File: src/rtl/nn_frame_loader.sv
// Frame loader for nn_core: unpacks 32-bit words into byte-wide pixel writes, starts the core,
// and latches its classification (or a timeout error) as sticky status for software.
module nn_frame_loader #(
    parameter int unsigned N_IN           = 784,
    parameter int unsigned TIMEOUT_CYCLES = 100000
) (
    input  logic        clk,
    input  logic        rst_n,
    input  logic [31:0] s_data,
    input  logic        s_valid,
    output logic        s_ready,
    input  logic        abort,
    output logic        pix_we,
    output logic [9:0]  pix_addr,
    output logic [7:0]  pix_data,
    output logic        core_start,
    input  logic        core_done,
    input  logic [3:0]  core_predicted,
    output logic [3:0]  result,
    output logic        result_valid,
    output logic        busy,
    output logic        err
);

    typedef enum logic [1:0] {StLoad, StUnpack, StStart, StWait} state_e;

    localparam logic [9:0]  LastPix  = 10'(N_IN - 1);
    localparam logic [19:0] WaitLast = 20'(TIMEOUT_CYCLES - 1);

    state_e      state_q;
    logic [31:0] word_q;
    logic [1:0]  byte_idx_q;
    logic [9:0]  pix_cnt_q;
    logic [19:0] wait_cnt_q;
    logic        pix_we_q;
    logic [9:0]  pix_addr_q;
    logic [7:0]  pix_data_q;
    logic        core_start_q;
    logic [3:0]  result_q;
    logic        result_valid_q;
    logic        err_q;
    logic [1:0]  next_idx;

    assign next_idx = byte_idx_q + 2'd1;

    always_ff @(posedge clk) begin
        if (!rst_n) begin
            state_q        <= StLoad;
            word_q         <= '0;
            byte_idx_q     <= '0;
            pix_cnt_q      <= '0;
            wait_cnt_q     <= '0;
            pix_we_q       <= 1'b0;
            pix_addr_q     <= '0;
            pix_data_q     <= '0;
            core_start_q   <= 1'b0;
            result_q       <= '0;
            result_valid_q <= 1'b0;
            err_q          <= 1'b0;
        end else begin
            pix_we_q     <= 1'b0;
            core_start_q <= 1'b0;
            if (abort) begin
                state_q    <= StLoad;
                pix_cnt_q  <= '0;
                byte_idx_q <= '0;
                wait_cnt_q <= '0;
                err_q      <= 1'b0;
            end else begin
                unique case (state_q)
                    StLoad: begin
                        if (s_valid) begin
                            word_q         <= s_data;
                            byte_idx_q     <= '0;
                            result_valid_q <= 1'b0;
                            err_q          <= 1'b0;
                            // First write of the word is issued straight from the input bus.
                            pix_we_q       <= 1'b1;
                            pix_addr_q     <= pix_cnt_q;
                            pix_data_q     <= s_data[7:0];
                            state_q        <= StUnpack;
                        end
                    end
                    StUnpack: begin
                        byte_idx_q <= next_idx;
                        if (byte_idx_q == 2'd3) begin
                            if (pix_cnt_q == LastPix) begin
                                core_start_q <= 1'b1;
                                state_q      <= StStart;
                            end else begin
                                pix_cnt_q <= pix_cnt_q + 10'd1;
                                state_q   <= StLoad;
                            end
                        end else begin
                            pix_cnt_q  <= pix_cnt_q + 10'd1;
                            pix_we_q   <= 1'b1;
                            pix_addr_q <= pix_cnt_q + 10'd1;
                            pix_data_q <= word_q[8*next_idx +: 8];
                        end
                    end
                    StStart: begin
                        wait_cnt_q <= '0;
                        state_q    <= StWait;
                    end
                    StWait: begin
                        // Done takes precedence over a timeout in the same cycle.
                        if (core_done) begin
                            result_q       <= core_predicted;
                            result_valid_q <= 1'b1;
                            pix_cnt_q      <= '0;
                            state_q        <= StLoad;
                        end else if (wait_cnt_q == WaitLast) begin
                            err_q     <= 1'b1;
                            pix_cnt_q <= '0;
                            state_q   <= StLoad;
                        end else begin
                            wait_cnt_q <= wait_cnt_q + 20'd1;
                        end
                    end
                    default: state_q <= StLoad;
                endcase
            end
        end
    end

    assign s_ready      = (state_q == StLoad);
    assign busy         = (state_q != StLoad);
    assign pix_we       = pix_we_q;
    assign pix_addr     = pix_addr_q;
    assign pix_data     = pix_data_q;
    assign core_start   = core_start_q;
    assign result       = result_q;
    assign result_valid = result_valid_q;
    assign err          = err_q;

endmodule

File: config.mk
export PLATFORM = sky130hd
export DESIGN_NAME = nn_frame_loader
export DESIGN_NICKNAME = d
export VERILOG_FILES = /design/src/rtl/nn_frame_loader.sv
export SDC_FILE = /design/constraint.sdc
export NUM_CORES = 1
export LEC_CHECK = 0
export ABC_AREA = 0
export ABC_CLOCK_PERIOD_IN_PS = 2200
export CAP_MARGIN = 20
export CORE_AREA = 3 3 95 97
export DETAILED_ROUTE_END_ITERATION = 10
export DIE_AREA = 0 0 98 100
export PLACE_DENSITY = 0.75
export SYNTH_ARGS = -nofsm -noshare
export SYNTH_HDL_FRONTEND = slang
export SYNTH_SLANG_ARGS = --single-unit
File: constraint.sdc
create_clock -name clk -period 2.2 [get_ports clk]
set_input_delay 0.33 -clock clk [delete_from_list [all_inputs] [get_ports clk]]
set_output_delay 0.33 -clock clk [all_outputs]
set_load 0.02 [all_outputs]
==> out/qor.tcl, run 1 <==
set qor(max_clock_freq_mhz) 493
set qor(antenna_cells) 0
set qor(first_pass_grt_wire_length_um) 18800
set qor(grt_antenna_before_repair) 0
set qor(globalplace.congestion) 0.926
set qor(die_x_um) 98
set qor(syn_area_per_cell_um2) 8.77
set qor(coreArea_um2) 8220
set qor(outcome) {completed}
set qor(synth_top_cell_by_area) {sky130_fd_sc_hd__dfxtp_1}
set qor(hold_wc_startpoint) {pix_data[6]}
set qor(worst_ep_arrival_time_ps) 2270
set qor(number_of_global_route_vias_before_repair) 3848
set qor(dpl.hpwl_um) 8300
set qor(clkSinkCount) 92
set qor(drc_marker_count_from_the_first_detailed_route_iteration) 233
set qor(max-cap-violations) 0
set qor(start_kind) {flop}
set qor(synth-edff-count) 0
set qor(powerDensity_nw_per_um2) 579
set qor(setup.worst_path.end_class) {flop}
set qor(start_util_pct) 53.7
set qor(syn_area_um2) 4410
set qor(worst_ep_required_time_ps) 2450
set qor(syn_to_final_growth_pct) 23.7
set qor(via_to_cell_ratio) 5.76
set qor(count_of_port_buffers_added_during_placement) 68
set qor(worst_slew_pin_slew_ps) 606
set qor(hold_fails_final_rpt) 0
set qor(ys_ff_latch) 92
set qor(drive_above_1_share_pct) 13.4
set qor(routed_wire_length_per_instance_um) 16.3
set qor(fp.dieH_um) 100
set qor(routed_vias) 3954
set qor(worst_clock_skew_ps) 11.3
set qor(cts.reportedPaths.clkPinSlew_ps) 100
set qor(drt_drc_violations_left) 0
set qor(ys.warnings.count) 0
set qor(net_total_in_the_final_layout) 620
set qor(htree_num_levels) 3
set qor(finalCritPeriodShare_pct) 92.1
set qor(gr-usage-all-layers_pct) 23.4
set qor(num_rows) 33
set qor(setup.reg_to_reg.worst_slack_ps) 170
set qor(synth_top_flop_cell) {sky130_fd_sc_hd__dfxtp_1}
set qor(timing.hold.worst_path_depth) 2
set qor(totalWireLength_um) 11200
set qor(post-cts-setup-buffer-count) 0
set qor(count_of_hold_fix_buffers_inserted_at_cts) 0
set qor(count_of_mapped_cells_out_of_synthesis) 503
set qor(async_reset_ff_share_pct) 0
set qor(cts-root-buf) {sky130_fd_sc_hd__clkbuf_8}
set qor(path_max_fanout) 8
set qor(netlist.area_leader.share_pct) 41.8
set qor(top_post_synthesis_cells_by_area) {sky130_fd_sc_hd__dfxtp_1 42%, sky130_fd_sc_hd__nand2_1 9.3%, sky130_fd_sc_hd__a21boi_0 6.6%}
set qor(tritoncts) {done}
set qor(static-leakage-power_nw) 1.92
set qor(firstDrtPassIters) 4
set qor(crit-reg2reg-capture) {pix_cnt_q[3]}
set qor(grt_start_max_net_pins) 36
set qor(worst_skew_pair.late_latency_ps) 360
set qor(min_period_ps) 2030
set qor(num_io_pins) 69
set qor(worst_r2r_startpoint) {wait_cnt_q[0]}
set qor(synth-seq-area-share_pct) 41.8
set qor(post_cts.resized_instances) 0
set qor(fin_hold_ws_ps) 465
set qor(unrepaired_setup_endpoints_after_global_routing) {false}
set qor(synth_fp_nets) 547
set qor(synth_cell_type_count) 61
set qor(drtAntennaViolNets) 0
set qor(worstRegToRegCells) 6
set qor(timing.setup.critical_path_class) {flop to flop}
set qor(irDropWorstVdd_mv) 0.391
set qor(fp.dieArea_um2) 9800
set qor(min-delay-path-class) {flop to flop}
set qor(worstHoldEndpoint) {pix_data[6]}
set qor(final_number_of_max_transition_violations) 0
set qor(grt_remaining_overflow) 0
set qor(maximum_number_of_buffers_from_clock_root_to_sink) 2
set qor(timing.max_slew.rel_slack_pct) 59.6
set qor(setup-violations-final) 0
set qor(numCtsBuffers) 9
set qor(fin_tns_setup_ps) 0
## through the flow
stage	worst slack, ps	utilization, %	std cells	power [mW]	area, um2
2_1_floorplan	343	-	503	1.94	4410
3_3_place_gp	181	64.1	670	2.10	5270
3_5_place_dp	165	64.1	670	2.11	5270
4_1_cts	191	66.4	686	3.17	5450
5_1_grt	29.3	66.4	686	3.27	5450
6_report	173	66.4	686	3.16	5450
## how the worst max path moves through the flow
stage	from	endpoint	slack (ps)
after floorplan	wait_cnt_q[0]	wait_cnt_q[2]	340
after global placement	core_done	wait_cnt_q[19]	180
after detailed placement	core_done	wait_cnt_q[19]	160
after CTS	wait_cnt_q[0]	pix_cnt_q[2]	190
after global routing	wait_cnt_q[0]	pix_cnt_q[2]	30
final	wait_cnt_q[0]	pix_cnt_q[3]	170
## cell usage after synthesis, types with 2 or more instances
cell type / instances
sky130_fd_sc_hd__and3_1: 4
sky130_fd_sc_hd__or4_1: 6
sky130_fd_sc_hd__inv_1: 7
sky130_fd_sc_hd__buf_2: 12
sky130_fd_sc_hd__or3_1: 6
sky130_fd_sc_hd__o211a_1: 3
sky130_fd_sc_hd__nand3_1: 19
sky130_fd_sc_hd__nor2_1: 21
sky130_fd_sc_hd__nand2b_1: 6
sky130_fd_sc_hd__a31oi_1: 5
sky130_fd_sc_hd__ha_1: 3
sky130_fd_sc_hd__nor2b_1: 6
sky130_fd_sc_hd__or2_2: 2
sky130_fd_sc_hd__o311ai_0: 2
sky130_fd_sc_hd__and4_2: 3
sky130_fd_sc_hd__nand4_1: 3
sky130_fd_sc_hd__o31ai_1: 5
sky130_fd_sc_hd__nand2_1: 109
sky130_fd_sc_hd__a21o_1: 3
sky130_fd_sc_hd__a21boi_0: 39
sky130_fd_sc_hd__nor4_1: 3
sky130_fd_sc_hd__nor2_2: 2
sky130_fd_sc_hd__dfxtp_1: 92
sky130_fd_sc_hd__and4_1: 2
sky130_fd_sc_hd__xor2_1: 6
sky130_fd_sc_hd__mux2i_1: 5
sky130_fd_sc_hd__mux4_2: 8
sky130_fd_sc_hd__a31o_2: 3
sky130_fd_sc_hd__clkbuf_1: 17
sky130_fd_sc_hd__o221ai_1: 11
sky130_fd_sc_hd__xnor2_1: 3
sky130_fd_sc_hd__a21oi_1: 23
sky130_fd_sc_hd__o21ai_0: 18
sky130_fd_sc_hd__nor3_1: 8
sky130_fd_sc_hd__a21boi_1: 5
sky130_fd_sc_hd__o211ai_1: 4
sky130_fd_sc_hd__buf_6: 3
sky130_fd_sc_hd__nand3_2: 3
## worst max-delay path, stage by stage, from the launching register on
cell                       delay [ps]
sky130_fd_sc_hd__dfxtp_1          410
sky130_fd_sc_hd__ha_1             280
sky130_fd_sc_hd__and4_2           290
sky130_fd_sc_hd__and4_2           300
sky130_fd_sc_hd__a31oi_4          160
sky130_fd_sc_hd__o311ai_0         350
sky130_fd_sc_hd__o31ai_1          120
## layout by cell type (no fill, tap or decap), types with 4 or more instances in the layout
master	n
sky130_fd_sc_hd__xor2_1	6
sky130_fd_sc_hd__or3_1	6
sky130_fd_sc_hd__clkdlybuf4s50_1	68
sky130_fd_sc_hd__mux2i_1	5
sky130_fd_sc_hd__a21oi_1	23
sky130_fd_sc_hd__clkbuf_8	9
sky130_fd_sc_hd__o221ai_1	11
sky130_fd_sc_hd__inv_1	7
sky130_fd_sc_hd__o211ai_1	4
sky130_fd_sc_hd__nand2_1	109
sky130_fd_sc_hd__mux4_2	8
sky130_fd_sc_hd__o21ai_0	18
sky130_fd_sc_hd__nand2b_1	6
sky130_fd_sc_hd__or4_1	6
sky130_fd_sc_hd__buf_4	27
sky130_fd_sc_hd__nand3_1	19
sky130_fd_sc_hd__dfxtp_1	92
sky130_fd_sc_hd__a31oi_1	5
sky130_fd_sc_hd__clkinvlp_4	4
sky130_fd_sc_hd__a21boi_0	39
sky130_fd_sc_hd__and3_1	4
sky130_fd_sc_hd__a21boi_1	5
sky130_fd_sc_hd__nor2b_1	6
sky130_fd_sc_hd__o31ai_1	5
sky130_fd_sc_hd__nor3_1	8
sky130_fd_sc_hd__nor2_1	20
## metal layers
| layer | GRT usage, % | routed length, um | vias to the layer above |
|---|---|---|---|
| met3 | 3.82 | 718 | 11 |
| met5 | 0 | 0 | - |
| met1 | 30.4 | 4970 | 1866 |
| met4 | 7.77 | 126 | 0 |
| met2 | 39.9 | 5380 | 138 |
| li1 | - | - | 1939 |
## power by group
group	switching [mW]	internal, mW
Clock	0.653	0.428
Combinational	0.169	0.173
Sequential	0.0259	1.71
Total	0.847	2.31
## flip-flops by register name, indices dropped and copies added, names as in the netlist, named ones only
name	flops
word_q	32
wait_cnt_q	20
pix_addr	10
pix_cnt_q	10
pix_data	8
result	4
byte_idx_q	2
core_start	1
err	1
pix_we	1
result_valid	1
state_q	1
## area by class of cell
cell class	count	area, um2
Tap cell	105	131
Clock inverter	7	61.3
Multi-Input combinational cell	370	2370
Fill cell	715	2760
Timing Repair Buffer	96	903
Inverter	7	26.3
Clock buffer	9	124
Sequential cell	92	1840
## kinds of logic (layout without fill, tap and decap cells)
logic type	Yosys count	after routing	synth area share (%)
buffers and inverters	41	119	4.65
DFF	92	92	41.8
muxes	14	14	5.48
and+or+nand+nor	215	215	24.6
AOI/OAI and AO/OA	129	129	20.9
xor gates and xnor gates	9	9	1.79
adders and majority gates	3	3	0.851
Note: power is estimated with default switching activity, not from simulation.
==> inputs of run 2 (changes only) <==
- ABC_CLOCK_PERIOD_IN_PS: 2200 -> 2000
- clock period: 2.2 -> 2 ns (I/O delays scaled with it)
==> run 2 against run 1 <==
- sequential cell count did not move
- worst setup slack got worse by 81 ps
- sequential power rose by 10%
- count of clock-buffer cells in the layout rose by 1
- worst hold slack got worse by 2.7 ps
- largest cell class unchanged
==> out/qor.tcl, run 2 (synthesized netlist as in run 1, its figures left out) <==
set qor(drt_drc_violations_left) 0
set qor(fin_tns_setup_ps) 0
set qor(net_total_in_the_final_layout) 635
set qor(largest_register) {word_q}
set qor(path_max_fanout) 14
set qor(fp.dieArea_um2) 9800
set qor(worst_slew_pin_slew_ps) 603
set qor(hold_fails_final_rpt) 0
set qor(setup.worst_path.end_class) {flop}
set qor(grt_start_max_net_pins) 34
set qor(post-route-cell-area_um2) 5620
set qor(gr-usage-all-layers_pct) 22.9
set qor(min_period_ps) 1910
set qor(cpMaxStageDelayCell) {sky130_fd_sc_hd__or4_1}
set qor(num_io_pins) 69
set qor(firstDrtPassIters) 5
set qor(min-delay-path-class) {flop to flop}
set qor(cts.reportedPaths.clkPinSlew_ps) 90
set qor(setup.reg_to_reg.worst_slack_ps) 90
set qor(place_inst) 685
set qor(clkSinkCount) 92
set qor(worstRegToRegCells) 7
set qor(die_x_um) 98
set qor(most_used_cells_in_the_layout_excluding_fill_and_tap_cells) {109 x sky130_fd_sc_hd__nand2_1, 91 x sky130_fd_sc_hd__dfxtp_1, 66 x sky130_fd_sc_hd__clkdlybuf4s50_1, 42 x sky130_fd_sc_hd__buf_4, 39 x sky130_fd_sc_hd__a21boi_0}
set qor(numCtsBuffers) 9
set qor(coreArea_um2) 8220
set qor(path_delay_family) {simple AND/OR/NAND/NOR gates}
set qor(largest_register_ff_count) 32
set qor(worst_clock_skew_ps) 8.97
set qor(static-leakage-power_nw) 2.05
set qor(routed_vias) 4052
set qor(fin_total_pwr_mw) 3.70
set qor(finalWorstSetupSlack_ps) 92.4
set qor(crit-reg2reg-capture) {wait_cnt_q[5]}
set qor(layout_commonest_cell) {sky130_fd_sc_hd__nand2_1}
set qor(hold_wc_startpoint) {word_q[1]}
set qor(timing.setup.critical_path_class) {flop to flop}
set qor(number_of_global_route_vias_before_repair) 3861
set qor(globalplace.congestion) 0.889
set qor(powerDensity_nw_per_um2) 658
set qor(first_pass_grt_wire_length_um) 18400
set qor(maximum_number_of_buffers_from_clock_root_to_sink) 2
set qor(start_kind) {flop}
set qor(max-cap-violations) 0
set qor(postPlaceCellArea_um2) 5380
set qor(cts-root-buf) {sky130_fd_sc_hd__clkbuf_8}
set qor(num_rows) 33
set qor(timing.max_slew.rel_slack_pct) 59.8
set qor(post-cts-setup-buffer-count) 0
set qor(finalCoreUtilization_pct) 68.4
set qor(grt_remaining_overflow) 0
set qor(timing.hold.worst_path_depth) 2
set qor(finalCritPeriodShare_pct) 95.4
set qor(critical-path-max-stage-delay_ps) 480
set qor(reg.largest.list) {word_q: 32 flops, wait_cnt_q: 20 flops}
set qor(tritoncts) {done}
set qor(antenna_cells) 0
set qor(htree_num_levels) 3
set qor(routed_wire_length_per_instance_um) 15.9
set qor(setup-violations-final) 0
set qor(syn_to_final_growth_pct) 27.4
set qor(dpl.hpwl_um) 8270
set qor(drive_above_1_share_pct) 15.9
set qor(totalWireLength_um) 11100
set qor(max_clock_freq_mhz) 524
set qor(worst_ep_required_time_ps) 2300
set qor(fp.dieH_um) 100
set qor(grt_antenna_before_repair) 0
set qor(drc_marker_count_from_the_first_detailed_route_iteration) 182
set qor(crit_chain) {ha_1, and4_2, nand4_1, o31ai_2, buf_4, or4_1, a21oi_1}
set qor(post_layout_nonfiller_instances) 701
set qor(outcome) {completed}
set qor(worst_ep_arrival_time_ps) 2200
set qor(start_util_pct) 53.7
set qor(final_number_of_max_transition_violations) 0
set qor(count_of_port_buffers_added_during_placement) 68
set qor(unrepaired_setup_endpoints_after_global_routing) {false}
set qor(total_buffers_and_inverters_traversed_by_the_critical_path) 1
set qor(drtAntennaViolNets) 0
set qor(via_to_cell_ratio) 5.78
set qor(pre_cts_ws_ps) 37.8
set qor(worstHoldEndpoint) {word_q[1]}
set qor(irDropWorstVdd_mv) 0.350
set qor(worst_skew_pair.late_latency_ps) 360
set qor(worst_r2r_startpoint) {wait_cnt_q[0]}
set qor(fin_hold_ws_ps) 462
[run 2: worst max path at each step]
| stage | start | endpoint | slack (ps) | cells after the start |
|---|---|---|---|---|
| 6_report | wait_cnt_q[0] | wait_cnt_q[5] | 90 | 7 |
| 4_1_cts | flop | busy | 40 | 4 |
| 2_1_floorplan | wait_cnt_q[0] | wait_cnt_q[2] | 140 | 6 |
| 5_1_grt | wait_cnt_q[0] | pix_cnt_q[2] | 8 | 6 |
| 3_3_place_gp | core_done | wait_cnt_q[19] | 50 | 6 |
| 3_5_place_dp | core_done | wait_cnt_q[19] | 40 | 6 |
[run 2: timing repair]
item / CTS / global route
gates resized for setup: 1 / 4
pin swaps: 0 / 0
hold buffers: 0 / 0
setup endpoints to repair: 1 / 4
[run 2: worst register-to-register path: cells and delay by family (launching register included)]
kind | cells | cell delay [ps]
flip-flops | 1 | 350
adder cells (fa/ha/maj) | 1 | 220
buffers and inverters | 1 | 190
AND/OR/NAND/NOR | 3 | 870
AO/OA/AOI/OAI | 2 | 230
[run 2: layout make-up]
| type | instances | area (um2) |
|---|---|---|
| multi-input combinational | 370 | 2370 |
| inverter | 7 | 26.3 |
| fill | 677 | 2600 |
| tap | 105 | 131 |
| timing repair buffer | 111 | 1020 |
| sequential | 92 | 1840 |
| clock inverter | 6 | 87.6 |
| clock buffer | 10 | 138 |
[run 2: where the power goes]
group / internal [mW] / switching [mW] / total (mW)
combinational: 0.199 / 0.187 / 0.386
sequential: 1.88 / 0.0281 / 1.91
clock: 0.738 / 0.668 / 1.41
total: 2.81 / 0.883 / 3.70
[run 2: metal layers]
layer | vias to the layer above | share of wire, % | GRT usage [%]
li1 | 1972 | - | -
met1 | 1915 | 44 | 30.2
met2 | 150 | 48 | 37.6
met3 | 15 | 6.8 | 4.66
met4 | 0 | 1.2 | 7.77
met5 | - | 0 | 0
==> inputs of run 3 (changes only) <==
- CTS_CLUSTER_SIZE: default -> 12
==> results of run 3 <==
The final DEF is identical to that of run 2; final timing and power are the same.
